### src/rtl/registers64_reader.sv
// registers64_reader: streams the first N words of a 64-entry register bank
// out over a valid/ready port in index order, one word per cycle.
module registers64_reader #(
  parameter int DATA_WIDTH = 16,
  parameter int NUM_REGS   = 64,
  parameter int IDX_W      = 6
) (
  input  logic                           clk,
  input  logic                           rst,
  input  logic                           start,
  input  logic [IDX_W:0]                 count,
  input  logic [NUM_REGS*DATA_WIDTH-1:0] din_flat,
  output logic                           m_valid,
  input  logic                           m_ready,
  output logic [DATA_WIDTH-1:0]          m_data,
  output logic [IDX_W-1:0]               m_index,
  output logic                           m_last,
  output logic                           busy,
  output logic                           done
);

  typedef enum logic [1:0] {
    IDLE,
    STREAM,
    FINISH
  } state_e;

  localparam logic [IDX_W:0] MAX_N = (IDX_W+1)'(NUM_REGS);
  localparam logic [IDX_W:0] ONE_N = (IDX_W+1)'(1);
  localparam logic [IDX_W:0] ZERO_N = '0;

  state_e                  state_q, state_d;
  logic [IDX_W:0]          n_q, n_d;
  logic                    m_valid_q, m_valid_d;
  logic [DATA_WIDTH-1:0]   m_data_q, m_data_d;
  logic [IDX_W-1:0]        m_index_q, m_index_d;
  logic                    m_last_q, m_last_d;
  logic                    busy_q, busy_d;
  logic                    done_q, done_d;

  logic [DATA_WIDTH-1:0]   words [NUM_REGS];
  logic [IDX_W:0]          n_sat;
  logic [IDX_W-1:0]        idx_nx;
  logic                    last_nx;
  logic                    xfer;

  for (genvar k = 0; k < NUM_REGS; k++) begin : g_words
    assign words[k] = din_flat[k*DATA_WIDTH +: DATA_WIDTH];
  end

  // Saturated length, next index and its last-word flag
  always_comb begin
    n_sat   = (count > MAX_N) ? MAX_N : count;
    idx_nx  = m_index_q + 1'b1;
    last_nx = ({1'b0, idx_nx} == (n_q - ONE_N));
    xfer    = m_valid_q && m_ready;
  end

  // Next-state and registered-output logic
  always_comb begin
    state_d   = state_q;
    n_d       = n_q;
    m_valid_d = m_valid_q;
    m_data_d  = m_data_q;
    m_index_d = m_index_q;
    m_last_d  = m_last_q;
    busy_d    = busy_q;
    done_d    = 1'b0;
    unique case (state_q)
      IDLE: begin
        if (start) begin
          n_d = n_sat;
          if (n_sat == ZERO_N) begin
            state_d = FINISH;
            done_d  = 1'b1;
            busy_d  = 1'b0;
          end else begin
            state_d   = STREAM;
            m_valid_d = 1'b1;
            m_data_d  = words[0];
            m_index_d = '0;
            m_last_d  = (n_sat == ONE_N);
            busy_d    = 1'b1;
          end
        end
      end
      STREAM: begin
        if (xfer) begin
          if (m_last_q) begin
            state_d   = FINISH;
            m_valid_d = 1'b0;
            m_last_d  = 1'b0;
            busy_d    = 1'b0;
            done_d    = 1'b1;
          end else begin
            m_data_d  = words[idx_nx];
            m_index_d = idx_nx;
            m_last_d  = last_nx;
          end
        end
      end
      FINISH: begin
        state_d = IDLE;
        busy_d  = 1'b0;
      end
      default: begin
        state_d = IDLE;
      end
    endcase
  end

  // State and output registers, synchronous reset
  always_ff @(posedge clk) begin
    if (rst) begin
      state_q   <= IDLE;
      n_q       <= '0;
      m_valid_q <= 1'b0;
      m_data_q  <= '0;
      m_index_q <= '0;
      m_last_q  <= 1'b0;
      busy_q    <= 1'b0;
      done_q    <= 1'b0;
    end else begin
      state_q   <= state_d;
      n_q       <= n_d;
      m_valid_q <= m_valid_d;
      m_data_q  <= m_data_d;
      m_index_q <= m_index_d;
      m_last_q  <= m_last_d;
      busy_q    <= busy_d;
      done_q    <= done_d;
    end
  end

  assign m_valid = m_valid_q;
  assign m_data  = m_data_q;
  assign m_index = m_index_q;
  assign m_last  = m_last_q;
  assign busy    = busy_q;
  assign done    = done_q;

endmodule

### config.mk
export PLATFORM = sky130hd
export DESIGN_NAME = registers64_reader
export DESIGN_NICKNAME = d
export VERILOG_FILES = /design/src/rtl/registers64_reader.sv
export SDC_FILE = /design/constraint.sdc
export NUM_CORES = 1
export LEC_CHECK = 0
export BUFFER_PORTS_ARGS = -buffer_cell sky130_fd_sc_hd__buf_2
export CAP_MARGIN = 20
export CORE_AREA = 8 8 407 409
export DETAILED_ROUTE_END_ITERATION = 10
export DIE_AREA = 0 0 415 417
export PLACE_DENSITY = 0.3
export SYNTH_ARGS = -nofsm -noshare
export SYNTH_HDL_FRONTEND = slang
export SYNTH_SLANG_ARGS = --single-unit
### constraint.sdc
create_clock -name clk -period 6.2 [get_ports clk]
set_clock_uncertainty 0.2 [all_clocks]
set_input_delay 0.62 -clock clk [delete_from_list [all_inputs] [get_ports clk]]
set_output_delay 0.62 -clock clk [all_outputs]
set_load 0.05 [all_outputs]
**Word level (Yosys, flattened, before mapping)**

Cells that the tools add are included.
Widths: inputs -> output; s select.

- Flip-flop bits (word level): 35
- Bits in latches: 0
- Memory bits (writable): 0
- Memory bits (read-only): 0
- Input bits: 1035
- Output and inout bits: 26
- Word-level logic and storage cells: 70
- Memories: 0

- Add/subtract/negate cells: 2
- $mul: 0
- Divide/modulo/power cells: 0
- $lt $le $gt $ge: 2
- Equal/unequal tests: 9
- Shift operators: 0
- Muxes and demuxes: 37
- Bitwise operators: 1
- Reduce and logical (&&, ||, !) cells: 11

Operator list:

| cell | number |
|---|---|
| $bmux 16 s6 | 1 |
| $mux 16 | 6 |
| $pmux 16 s2 | 1 |
| $mux 6 | 4 |
| $mux 1 | 14 |
| $pmux 6 s2 | 1 |
| $ne 2x2->1 const B | 5 |
| $reduce_and 5->1 | 2 |
| $mux 2 | 4 |
| $reduce_and 4->1 | 2 |
| $eq 6x7->1 | 1 |
| $eq 7x1->1 const B | 1 |
| $ge 7x7->1 const B | 1 |
| $gt 7x7->1 const B | 1 |
| $logic_not 7->1 | 1 |
| $mux 7 | 1 |
| $not 6->7 | 1 |
| $sub 7x1->7 const B | 1 |
| $add 6x1->6 const B | 1 |
| $pmux 1 s2 | 3 |
| $pmux 2 s2 | 1 |
| $pmux 1 s3 | 1 |
| $reduce_and 3->1 | 1 |
| $reduce_bool 3->1 | 1 |
| 6 further kinds | 6 |

**Depth between registers and ports, before layout**

Gate-level depths: netlist of run 1.

- Depth after elaboration: 8
- Mapped depth: 12
- Mapped depth without buffers: 9

**Worst setup path before layout of run 1**

OpenSTA, ideal clock, no wires.

- Kind: reg2reg
- Start point: reg m_index_q[1] (netlist: m_index[1])
- End point: reg m_data_q[14] (netlist: m_data[14])
- Setup time: 0.124 ns
- Arrival: 2.613 ns
- Required time: 5.876 ns
- Setup slack: 3.263 ns
- Stages on the path, launching flop included: 9
- Cells stage by stage: dfxtp_1 ha_1 buf_4 buf_4 clkbuf_1 mux4_2 mux4_1 a211oi_1 o31ai_1

- Longest elaborated chain between the ends: 8

Ends and longest elaborated chain:

| item | RTL line | text |
|---|---|---|
| start, declared | 36 | `logic [IDX_W-1:0] m_index_q, m_index_d;` |
| start signal, assigned | 128 | `m_index_q <= m_index_d;` |
| $add 6x1->6 | 54 | `idx_nx = m_index_q + 1'b1;` |
| $not 6->7 (implied by the code) | 96 | `m_data_d = words[idx_nx];` |
| $bmux 16 s6 | 96 |  |
| $mux 16 (implied by the code) (2 in a row) | 96 |  |
| $mux 16 | 89 | `if (m_last_q) begin` |
| $mux 16 | 88 | `if (xfer) begin` |
| $pmux 16 s2 | 69 | `unique case (state_q)` |
| end signal, assigned | 127 | `m_data_q <= m_data_d;` |
| end, declared | 35 | `logic [DATA_WIDTH-1:0] m_data_q, m_data_d;` |

Every way passes these cells. The select of a mux whose other input is x is not followed.
A chain may end at the register's enable or synchronous reset.

**Worst setup path in the final report of run 1**

- Start point: reg m_index_q[0] (netlist: m_index[0])
- End point: reg m_data_q[3] (netlist: m_data[3])

The elaborated chain is that of the path after synthesis.

==> reports/results.tsv, run 1 <==
metric	value	unit
Detailed Route WL	116.7	mm
area delta synth->final	78.55	%
DR DRC count	0	
Root Buffer	clkbuf_16	
Post-CTS Hold Buffers	0	
die height	417	µm
Psw	0.001962	W
Gate Count Post-Synth	835	
postcts setup bufs	0	
vias in the first global route	14430	
worst hold slack	0.2579	ns
synth top area cells	mux4_2 (60%), dfxtp_1 (6.9%), nand2_1 (4.3%)	
R2R Path Start	m_index[0]	
Pwr per Cell Area	213.1	nW/µm²
Detailed Routing Iterations Pass 1	5	
CTS tree	built	
Top FF cell, synth	dfxtp_1	
drt wl/cell	29.65	µm
Final min period	4.110	ns
Die Area	173100	µm²
port bufs	1060	
post-synthesis sequential area ratio	6.913	%
DP HPWL	105.7	mm
number of routed nets with antenna violations	0	
EDFF count, synth	0	
unrepaired setup endpoints after global routing	no	
Via Count	13410	
proportion of synthesized flip-flops having asynchronous set or reset	0	%
final hold violations	0	
Hold Path End	m_data[12]	
reg2reg end	m_data[3]	
Clk network pwr share	8.6	%
Site Rows	147	
Worst setup SP type	flip-flop	
RePlAce Congestion	0.8658	
clk_lat worst skew	0.31	ns
hold path start	m_data[12]	
Yosys top cell area share	59.99	%
Synth Register Bits	35	
grt ovf	0	
CTS Buf Count	5	
Pint	0.001896	W
Cell Area, Synth	10140	µm²
Hold Path Depth	2	
Starting Density	6.364	%
crit path DAT	4.09	ns
max-slew violations	0	
slew margin rel.	30.24	%
first-pass GRT wire length	148.0	mm
Setup Crit Path Kind	flip-flop to flip-flop	
maximum clock insertion buffer count	2	
PnR worst setup slack	2.090	ns
flop2flop setup slack	2.09	ns
Syn. warnings	0	
TritonCTS Sinks	35	
FILL cells	18550	
outcome	completed	
Slowest-stage cell, CP	ha_4	
most numerous cell in the Yosys netlist	mux4_2	
share of cells above drive strength 1	76.25	%
sequential share of power	9.4	%
Setup crit end kind	flip-flop	
Via density	3.408	
maximum vdd drop	0.1040	mV
io pins	1061	
final core occ	11.36	%
post-synthesis net count	1875	
critical path required time	6.18	ns
Sw Ratio	50.85	%
Post-synth top cells	mux4_2 (270), nand2_1 (117), nand3_1 (44)	
worst min path class	flip-flop to flip-flop	
pre-CTS WS	1.833	ns
Resize count post-CTS	0	
worst reg2reg path depth	9	
Max Cap Viol	0	
Tcrit/Tclk final	66.29	%
# setup viols final	0	
GRT Total Usage	12.69	%
setup TNS	0	ns
H-tree levels	2	
area leader, netlist	mux4_2	
initial antenna violation count	116	
combinational power share	82.0	%
Synth cell types	54	
Crit path max-delay family	compound AO/OA/AOI/OAI gates	
Mean Syn Cell Area	12.14	µm²
clock-pin slew on the worst setup and hold paths	0.08	ns
largest stage delay on the critical path	0.82	ns
Leakage	7.122	nW
Die Wd	415	µm
CP Cell Sequence	ha_4 -> buf_12 -> buf_4 -> mux4_2 -> mux2i_1 -> a32oi_1 -> a31oi_1 -> a2111o_1 -> a21oi_1	
critical-path maximum fanout	60	
largest net degree at the start of global routing	79	
Final nets	2866	
Fmax	243.3	MHz
Worst Path Buf+Inv	2	
area of the core	159300	µm²
drt first-iter violations	864	
Least-Margin Pin Slew	1.046	ns
==> registers in the layout, indices dropped and copies added (netlist names) <==
name     flops
m_data      16
n_q          7
m_index      6
state_q      2
busy         1
done         1
m_last       1
m_valid      1
==> power groups by stage <==
stage | clock, W | sequential, W | combinational [W]
finish | 0.000330 | 0.000363 | 0.00316
global route | 0.000353 | 0.000379 | 0.00344
CTS | 0.000348 | 0.000370 | 0.00331
detailed placement | 0 | 0.000375 | 0.00330
global placement | 0 | 0.000375 | 0.00332
floorplan | 0 | 0.000538 | 0.00180
==> per-stage QoR <==
step	area, µm²	power [W]	std cells
floorplan	10140	0.002341	835
CTS	18020	0.004028	3912
global placement	17800	0.003691	3902
detailed placement	17850	0.003672	3904
global route	18070	0.004171	3925
finish	18100	0.003857	3936
==> kinds of logic after synthesis <==
family | count (synthesis) | share of synthesized area, %
DFF | 35 | 6.913
xor gates and xnor gates | 18 | 1.815
adders and majority gates | 5 | 0.6172
AOI/OAI and AO/OA | 128 | 9.456
muxes | 306 | 64.51
buffers and inverters | 109 | 6.221
and+or+nand+nor | 234 | 10.47
==> per-layer routing <==
layer,up-vias,track usage [%],part of all wire [%]
met3,173,3.459,7.2
li1,5634,-,-
met4,46,2.764,2.2
met5,-,0,0.25
met2,757,23.08,52
met1,6804,14.83,38
==> placed cells by master, fill, tap and decap left out, types with 3 or more instances in the layout <==
| cell type | count |
|---|---|
| o31ai_4 | 4 |
| o31ai_1 | 7 |
| nand3_1 | 44 |
| a32oi_1 | 15 |
| nand2_1 | 116 |
| a31oi_1 | 21 |
| dfxtp_1 | 34 |
| mux4_1 | 6 |
| xnor2_1 | 7 |
| clkbuf_16 | 5 |
| buf_12 | 5 |
| o41ai_2 | 3 |
| a221oi_1 | 5 |
| buf_4 | 18 |
| a22o_1 | 5 |
| nor2b_1 | 10 |
| or4_1 | 3 |
| ha_1 | 3 |
| a21oi_1 | 15 |
| nor2_2 | 3 |
| mux4_2 | 270 |
| nor3_1 | 15 |
| buf_2 | 1060 |
| xor2_1 | 5 |
| a211oi_1 | 9 |
| mux2i_1 | 30 |
| nor2_1 | 25 |
| a2111o_1 | 4 |
| o21ai_0 | 21 |
| nor3b_1 | 7 |
| inv_1 | 6 |
| diode_2 | 23 |
| a22oi_1 | 6 |
==> layout make-up <==
class / count / area (µm²) / area share (%)
Sequential cell: 35 / 704.4 / 3.892
Timing Repair Buffer: 1085 / 5583 / 30.85
Clock inverter: 3 / 47.55 / 0.2627
Clock buffer: 5 / 125.1 / 0.6914
Antenna cell: 23 / 57.56 / 0.3180
Multi-Input combinational cell: 691 / 8940 / 49.40
Inverter: 8 / 30.03 / 0.1659
Tap cell: 2086 / 2610 / 14.42
==> worst reg2reg max path: stages (launching register included) <==
cell	delay, ns
dfxtp_4	0.44
ha_4	0.82
buf_12	0.35
buf_4	0.47
mux4_2	0.37
mux2i_1	0.43
a32oi_1	0.14
a31oi_1	0.52
a2111o_1	0.18
a21oi_1	0.06
==> worst max-delay path by stage <==
stage,cells after the start,slack [ns],end,from
final,9,2.09,m_data[3],m_index[0]
after global routing,9,1.65,m_data[3],m_index[0]
after CTS,9,1.80,m_data[3],m_index[0]
after detailed placement,9,1.83,m_data[3],m_index[0]
after global placement,6,1.56,m_data[9],m_index[4]
after floorplan,8,3.26,m_data[14],m_index[1]
(Power assumes the default switching activity.)
==> run 2: changes to the inputs <==
CORE_AREA = 8 8 411 413   (was 8 8 407 409)
DIE_AREA = 0 0 419 421   (was 0 0 415 417)
clock period = 3.9 ns   (was 6.2 ns; I/O delays follow)
==> reports/results.tsv, run 2 (synthesized netlist as in run 1, its figures left out) <==
metric	value	unit	change
outcome	completed		unchanged
port bufs	1060		unchanged
drt wl/cell	29.61	µm	was 29.65 µm
worst min path class	input port to flip-flop		was flip-flop to flip-flop
Die Area	176400	µm²	was 173100 µm²
postcts setup bufs	0		unchanged
critical-path maximum fanout	49		was 60
GRT Total Usage	13.00	%	was 12.69%
maximum clock insertion buffer count	2		unchanged
die height	421	µm	was 417 µm
Final nets	2902		was 2866
PnR worst setup slack	0.5303	ns	was 2.090 ns
setup TNS	0	ns	unchanged
Setup crit end kind	flip-flop		unchanged
drt first-iter violations	800		was 864
final hold violations	0		unchanged
Post-CTS Hold Buffers	0		unchanged
DP HPWL	110.0	mm	was 105.7 mm
Detailed Routing Iterations Pass 1	5		unchanged
slew margin rel.	40.64	%	was 30.24%
Tcrit/Tclk final	86.40	%	was 66.29%
largest net degree at the start of global routing	79		unchanged
Via Count	13450		was 13410
grt ovf	0		unchanged
Starting Density	6.256	%	was 6.364%
first-pass GRT wire length	152.8	mm	was 148.0 mm
clock-pin slew on the worst setup and hold paths	0.08	ns	about the same
vias in the first global route	14720		was 14430
flop2flop setup slack	0.53	ns	was 2.09 ns
Setup Crit Path Kind	flip-flop to flip-flop		unchanged
most frequent cells in the layout	buf_2 (1060), mux4_2 (270), nand2_1 (116)		unchanged
Pint	0.003119	W	was 0.001896 W
Via density	3.303		was 3.408
DR DRC count	0		unchanged
RePlAce Congestion	0.9189		was 0.8658
crit path DAT	3.36	ns	was 4.09 ns
Root Buffer	clkbuf_16		unchanged
clk_lat worst skew	0.33	ns	was 0.31 ns
Leakage	7.324	nW	was 7.122 nW
max-slew violations	0		unchanged
Max Cap Viol	0		unchanged
Clk network pwr share	8.6	%	about the same
Final min period	3.370	ns	was 4.110 ns
max reg flops	16		unchanged
pre-CTS WS	0.2872	ns	was 1.833 ns
leading cell type in the layout, fill and taps excluded	buf_2		unchanged
Fmax	296.8	MHz	was 243.3 MHz
# setup viols final	0		unchanged
CTS tree	built		unchanged
Die Wd	419	µm	was 415 µm
critical path required time	3.89	ns	was 6.18 ns
Detailed Route WL	120.6	mm	was 116.7 mm
area of the core	162000	µm²	was 159300 µm²
Psw	0.003346	W	was 0.001962 W
hold path start	m_ready		was m_data[12]
Sw Ratio	51.75	%	was 50.85%
R2R Path Start	m_index[0]		unchanged
Least-Margin Pin Slew	0.8904	ns	was 1.046 ns
combinational power share	82.8	%	was 82.0%
Worst setup SP type	flip-flop		unchanged
H-tree levels	2		unchanged
Resize count post-CTS	0		unchanged
Pwr per Cell Area	348.4	nW/µm²	was 213.1 nW/µm²
maximum vdd drop	0.2399	mV	was 0.1040 mV
io pins	1061		unchanged
unrepaired setup endpoints after global routing	no		unchanged
worst hold slack	0.1548	ns	was 0.2579 ns
initial antenna violation count	104		was 116
Site Rows	148		was 147
CTS Buf Count	5		unchanged
sequential share of power	8.6	%	was 9.4%
worst reg2reg path depth	7		was 9
TritonCTS Sinks	35		unchanged
Critical Path Start	m_index[0]		unchanged
area delta synth->final	83.10	%	was 78.55%
Hold Path Depth	3		was 2
number of routed nets with antenna violations	0		unchanged
share of cells above drive strength 1	76.65	%	was 76.25%
[run 2: cell types whose count changed in the layout (fill, tap and decap cells not counted), moves of 2 or more]
cell / change
a2111oi_0: +2
buf_4: +31
buf_12: +7
diode_2: +11
[run 2: metal layers]
layer	vias to the layer above	track usage [%]	share of wire, %
met5	-	0	0.23
met4	42	3.172	2.1
met3	148	3.445	7.0
met2	670	23.64	52
met1	6880	15.06	39
li1	5711	-	-
[run 2: worst paths after layout]
kind	endpoint
max reg2reg	m_data[11]
max	m_data[11]
min	done
min reg2reg	m_data[0]
[run 2: power by group through the flow]
stage / logic [W] / registers, W / clock network [W]
finish: 0.00536 / 0.000554 / 0.000555
global route: 0.00575 / 0.000573 / 0.000601
CTS: 0.00558 / 0.000560 / 0.000601
detailed placement: 0.00555 / 0.000569 / 0
global placement: 0.00559 / 0.000570 / 0
floorplan: 0.00287 / 0.000855 / 0
[run 2: critical path: stages, from the launching register on]
cell	delay, ns
dfxtp_4	0.45
buf_12	0.28
buf_4	0.44
mux4_2	0.56
mux2i_1	0.27
a32oi_1	0.11
a31oi_1	0.56
o31ai_1	0.16
[run 2: through the flow]
step	instance area [µm²]	power (W)	util (%)	instances
3_3_place_gp	18300	0.006156	11.30	4030
4_1_cts	18470	0.006741	11.40	4038
6_report	18560	0.006466	11.45	4072
5_1_grt	18540	0.006923	11.44	4063
2_1_floorplan	10140	0.003722	-	835
3_5_place_dp	18300	0.006120	11.30	4030
[run 2: cell type report]
class,count,area [µm²]
Sequential cell,35,704.4
Inverter,8,30.03
Fill cell,18760,143500
Clock buffer,5,125.1
Tap cell,2175,2721
Antenna cell,34,85.08
Multi-Input combinational cell,691,8932
Clock inverter,3,47.55
Timing Repair Buffer,1121,5913
